--- src/rtl/bcd_serial_add_ctrl.sv ---
// Serial BCD adder controller: one digit per cycle through an external one-digit adder.
// Latency DIGITS+1 edges to done (1 on an invalid digit); no backpressure, start ignored while busy.
module bcd_serial_add_ctrl #(
   parameter int DIGITS = 4
) (
   input  logic                  clk,
   input  logic                  rst,
   input  logic                  start,
   input  logic [4*DIGITS-1:0]   a,
   input  logic [4*DIGITS-1:0]   b,
   input  logic                  cin,
   output logic                  busy,
   output logic                  done,
   output logic [4*DIGITS-1:0]   sum,
   output logic                  cout,
   output logic                  err,
   output logic [3:0]            dig_a,
   output logic [3:0]            dig_b,
   output logic                  dig_cin,
   input  logic [3:0]            dig_s,
   input  logic                  dig_cout
);

   localparam int IW = (DIGITS > 1) ? $clog2(DIGITS) : 1;
   localparam logic [IW-1:0] LAST = IW'(DIGITS - 1);

   typedef enum logic [1:0] {IDLE, ADD, DONE} state_t;

   state_t              state, state_nxt;
   logic [4*DIGITS-1:0] a_r, b_r;
   logic [IW-1:0]       idx;
   logic                carry;
   logic                bad_digit;

   // Checked on the live inputs so a bad operand is rejected at the accepting edge.
   always_comb begin
      bad_digit = 1'b0;
      for (int i = 0; i < DIGITS; i++) begin
         if (a[4*i +: 4] > 4'd9 || b[4*i +: 4] > 4'd9)
            bad_digit = 1'b1;
      end
   end

   always_ff @(posedge clk) begin
      if (rst)
         state <= IDLE;
      else
         state <= state_nxt;
   end

   always_comb begin
      state_nxt = state;
      case (state)
         IDLE:    if (start) state_nxt = bad_digit ? DONE : ADD;
         ADD:     if (idx == LAST) state_nxt = DONE;
         DONE:    state_nxt = IDLE;
         default: state_nxt = IDLE;
      endcase
   end

   assign busy = (state != IDLE);
   assign done = (state == DONE);

   always_comb begin
      dig_a   = 4'd0;
      dig_b   = 4'd0;
      dig_cin = 1'b0;
      if (state == ADD) begin
         dig_cin = carry;
         for (int i = 0; i < DIGITS; i++) begin
            if (idx == IW'(i)) begin
               dig_a = a_r[4*i +: 4];
               dig_b = b_r[4*i +: 4];
            end
         end
      end
   end

   always_ff @(posedge clk) begin
      if (rst) begin
         a_r   <= '0;
         b_r   <= '0;
         idx   <= '0;
         carry <= 1'b0;
         sum   <= '0;
         cout  <= 1'b0;
         err   <= 1'b0;
      end else begin
         case (state)
            IDLE: begin
               if (start) begin
                  a_r   <= a;
                  b_r   <= b;
                  carry <= cin;
                  idx   <= '0;
                  sum   <= '0;
                  cout  <= 1'b0;
                  err   <= bad_digit;
               end
            end
            ADD: begin
               for (int i = 0; i < DIGITS; i++) begin
                  if (idx == IW'(i))
                     sum[4*i +: 4] <= dig_s;
               end
               carry <= dig_cout;
               // idx parks on the last digit rather than wrapping.
               if (idx == LAST)
                  cout <= dig_cout;
               else
                  idx <= idx + IW'(1);
            end
            default: ;
         endcase
      end
   end

endmodule
--- config.mk ---
export PLATFORM = sky130hd
export DESIGN_NAME = bcd_serial_add_ctrl
export DESIGN_NICKNAME = d
export VERILOG_FILES = /design/src/rtl/bcd_serial_add_ctrl.sv
export SDC_FILE = /design/constraint.sdc
export NUM_CORES = 1
export LEC_CHECK = 0
export ABC_AREA = 1
export CAP_MARGIN = 25
export CORE_MARGIN = 4
export CORE_UTILIZATION = 36
export CTS_CLUSTER_SIZE = 40
export DETAILED_ROUTE_END_ITERATION = 7
export PLACE_DENSITY = 0.65
export SYNTH_ARGS = -nofsm -noshare
export SYNTH_HDL_FRONTEND = slang
export SYNTH_SLANG_ARGS = --single-unit
--- constraint.sdc ---
create_clock -name clk -period 1.8 [get_ports clk]
set_input_delay 0.36 -clock clk [delete_from_list [all_inputs] [get_ports clk]]
set_output_delay 0.36 -clock clk [all_outputs]
set_load 0.01 [all_outputs]
---- Word-level counts from Yosys, hierarchy flattened ----
Index checks and enable logic that the tools add are counted.
word-level totals
  bits of input ports ..................... 41
  output and inout bits ................... 29
  flip-flop bits (word level) ............. 55
operators by class
  multiplexer cells ....................... 33
  order comparisons ....................... 8
  reduce and logical (&&, ||, !) cells .... 16
  eq/ne operators ......................... 11
  add/subtract/negate cells ............... 1
operators by type and width
  kind                                                                      number
  4-bit 2-to-1 mux                                                          14
  4-bit > comparator (second input constant)                                8
  16-bit case mux with 2 select lines                                       1
  16-bit 2-to-1 mux                                                         1
  3-bit AND reduction                                                       5
  2-bit 2-to-1 mux                                                          5
  1-bit 2-to-1 mux                                                          8
  2-bit case mux with 2 select lines                                        2
  2-bit equality test (second input constant)                               3
  2-bit by 1-bit inequality test with 1-bit output (second input constant)  3
  2-bit inequality test (second input constant)                             3
  2-bit AND reduction                                                       3
  2-bit by 1-bit equality test with 1-bit output (second input constant)    2
  2-bit logical NOT                                                         2
  1-bit logical OR                                                          4
  1-bit case mux with 2 select lines                                        2
  2-bit nonzero test                                                        2
  2-bit by 1-bit adder with 2-bit output (second input constant)            1

---- Longest topological paths before layout ----
  depth after elaboration ................. 9
  depth in mapped cells ................... 8
  depth with buffers taken out ............ 7

---- Least setup slack after synthesis ----
OpenSTA, ideal clock, no wires.
  path type ............................... register to output
  start ................................... reg idx[0]
  end ..................................... out dig_a[0]
  cell stages (with the launch flop) ...... 7
  slack ................................... 0.152 ns
  data arrival time ....................... 1.288 ns
  path buffers ............................ 1
  cell sequence ........................... dfxtp_1 -> inv_1 -> ha_1 -> clkbuf_1 -> inv_1 -> o211ai_1 -> nand2_1
between the ends
  longest elaborated chain between the ends .. 6
  elaborated cells between the ends (all ways) .. 9
RTL lines
  item                            line  source
  start, declared                 31    logic [IW-1:0] idx;
  start signal, assigned          111   idx <= idx + IW'(1);
  2-bit logical NOT               71    if (idx == IW'(i)) begin
  4-bit 2-to-1 mux (3 in series)  71
  4-bit 2-to-1 mux (*)            71
  4-bit 2-to-1 mux (*)            68    if (state == ADD) begin
  end, declared                   17    output logic [3:0] dig_a,
Every way passes the cells marked *; elsewhere a longest branch is shown, timed or not.

---- Worst setup path in the final report ----
  start ................................... reg idx[0]
  end ..................................... out dig_a[1]
Same word-level chain as after synthesis.

==> flow_metrics.py <==
metrics = {
    "run_status": {
        "status": "finished with violations",
        "violations": "negative setup slack",
    },
    "pwr": {
        "p_per_area_nw_per_um2": 739,
        "power.leakage_nw": 1.54,
        "fin_total_pwr_mw": 2.63,
        "peakVddDrop_uv": 333,
    },
    "route": {
        "ant_nets": 0,
        "num_vias": 2497,
        "first_pass_iters": 5,
        "route.detailed.drc": 0,
        "drt-initial-drc-count": 170,
        "wl_um": 6950,
        "wl_per_cell_um": 13.8,
        "vias_per_cell": 4.94,
    },
    "setup_path": {
        "critical_path_class": "reg -> out",
        "r2r-end": "sum[3]",
        "reg2reg_depth": 9,
        "start_kind": "register",
        "rrSetupSlack_ns": 0.15,
        "critPathRequiredTime_ns": 1.44,
        "reg2reg_from": "idx[0]",
        "crit_fanout": 4,
        "cp-end-kind": "output pin",
        "cp_data_arrival_time_ns": 1.71,
    },
    "placed_design": {
        "place_ws_ns": -0.326,
        "gp_congestion": 0.858,
        "port-buffer-count": 69,
        "dp_hpwl_um": 4900,
    },
    "global_routing": {
        "met3_usage": 0.0451,
        "grt_start_max_net_pins": 50,
        "grt_pass1_vias": 2395,
        "grt-busiest-layer": "met2",
        "grt_pass1_wl_um": 11200,
        "grt_use_met1": 0.210,
        "antenna_found_initial": 0,
        "grt-ovfl-total": 0,
        "grt_usage": 0.167,
        "grt.met2_usage": 0.281,
    },
    "clocking": {
        "clk_latency_ns": 0.33,
        "cts_buffers": 5,
        "cts_root_buf": "clkbuf_8",
        "numClockSinks": 55,
        "tritoncts": "yes",
        "clockBufferDepth": 2,
        "path_clk_slew_ns": 0.10,
        "ctsHtreeMaxLevel": 2,
    },
    "sta": {
        "rsz0062_at_grt": "yes",
        "fmax_ghz": 0.482,
        "fin_ws_ns": -0.273,
        "period_needed_ns": 2.07,
        "totalNegativeSetupSlack_ns": -1.60,
        "slew_headroom": 0.750,
        "setup_viol": 8,
        "fin_crit_sh": 1.15,
        "hold_viol_final": 0,
        "tightest_slew_ns": 0.370,
        "clock_skew_ns": 0.0150,
        "drv_slew": 0,
    },
    "hold_path": {
        "hold_path_class": "reg -> reg",
        "worstHoldEndpoint": "a_r[12]",
        "whs_path_depth": 2,
        "hp-start": "a_r[12]",
    },
    "floorplanning": {
        "die-area_um2": 8120,
        "core_area_um2": 6460,
        "start_util": 0.376,
        "die_w_um": 90.1,
        "io_pins": 70,
        "rows": 29,
        "die_h_um": 90.1,
    },
    "synthesis": {
        "syn_area_um2": 2430,
        "synth_fp_nets": 383,
        "synth.distinct_cells": 25,
        "synth_top_cell_area_share": 0.454,
        "yosys_warnings": 0,
        "syn_inst": 338,
        "synth.avg_cell_area_um2": 7.18,
        "ys_seq_elements": 55,
        "yosysTopAreaCell": "dfxtp_1",
        "yosysSeqAreaShare": 0.454,
        "synth.area.top_cells": "dfxtp_1, nor2_1, o21ai_0, nand2_1, o211ai_1",
    },
    "run": {
        "maxCapViolCount": 0,
    },
    "cells_and_area": {
        "n_fill_cell": 615,
        "area_growth_syn_to_layout_pct": 46.5,
        "layout_commonest_cell": "nor2_1",
        "antenna_cells": 0,
        "drive_gt1_frac": 0.194,
        "fin_nets": 472,
        "layout_common_cells": "nor2_1, clkdlybuf4s50_1, o21ai_0",
    },
}
-- how the worst max path moves through the flow --
stage / startpoint / slack, ns / cells past startpoint / endpoint
2_1_floorplan: idx[0] / 0.15 / 6 / dig_a[0]
3_3_place_gp: idx[0] / -0.27 / 6 / dig_a[0]
3_5_place_dp: idx[0] / -0.33 / 6 / dig_a[1]
4_1_cts: idx[0] / -0.17 / 8 / dig_b[2]
5_1_grt: idx[0] / -0.35 / 8 / dig_a[1]
6_report: idx[0] / -0.27 / 8 / dig_a[1]
-- synthesized netlist by cell type (all sizes together) --
| cell | n |
|---|---|
| a31oi | 1 |
| o21ai | 57 |
| buf | 6 |
| a22oi | 1 |
| clkbuf | 10 |
| nand2 | 35 |
| nand3 | 12 |
| nor2 | 114 |
| a211oi | 1 |
| o211ai | 8 |
| a21oi | 13 |
| nor4 | 1 |
| dfxtp | 55 |
| ha | 4 |
| inv | 20 |
-- cell type report --
type | instances | area, um2 | share of cell area
multi-input combinational | 247 | 1270 | 0.357
sequential | 55 | 1110 | 0.312
timing repair buffer | 98 | 907 | 0.255
tap | 77 | 96.3 | 0.0271
inverter | 20 | 78.8 | 0.0222
clock buffer | 5 | 68.8 | 0.0194
clock inverter | 3 | 28.8 | 0.00810
-- per-stage QoR --
stage	utilization	cell area, um2	cells	hold WS, ns
finish	0.550	3550	505	0.494
global route	0.550	3550	505	0.516
CTS	0.539	3480	501	0.495
detailed placement	0.510	3290	488	0.471
global placement	0.510	3290	488	0.462
floorplan	-	2430	338	0.429
-- report_power, final --
| group | internal, mW | switching [mW] |
|---|---|---|
| combinational | 0.254 | 0.248 |
| clock | 0.290 | 0.451 |
| sequential | 1.32 | 0.0620 |
| total | 1.86 | 0.761 |
-- critical path: stages, from the launching register on --
cell,delay [ns]
dfxtp_4,0.38
clkinvlp_4,0.12
ha_4,0.19
buf_4,0.15
a21oi_1,0.17
nand2_2,0.09
o211ai_1,0.09
nand2_1,0.07
buf_2,0.13
-- metal layers --
metal / up-vias / share of wire
met2: 83 / 0.46
met5: - / 0
met3: 11 / 0.066
met1: 1131 / 0.46
met4: 0 / 0.013
li1: 1272 / -
-- logic make-up after synthesis --
| group | Yosys count | synth area share |
|---|---|---|
| and+or+nand+nor | 162 | 0.273 |
| AOI/OAI and AO/OA | 81 | 0.188 |
| DFF | 55 | 0.454 |
| buffers and inverters | 36 | 0.0645 |
| adders and majority gates | 4 | 0.0206 |
-- flip-flops by register name (all words and copies together) (netlist names) --
name,flops
sum,16
cout,1
err,1
carry,1
idx,2
state,2
a_r,16
b_r,16
-- repair_timing --
action / 4_1_cts / 5_1_grt
gates resized for setup: 65 / 14
hold buffers: 0 / 0
setup endpoints to repair: 11 / 8
cloned: 1 / 0
pin swaps: 5 / 20
buffers inserted: 4 / 4
No activity file was read; power rests on OpenSTA's default activity.
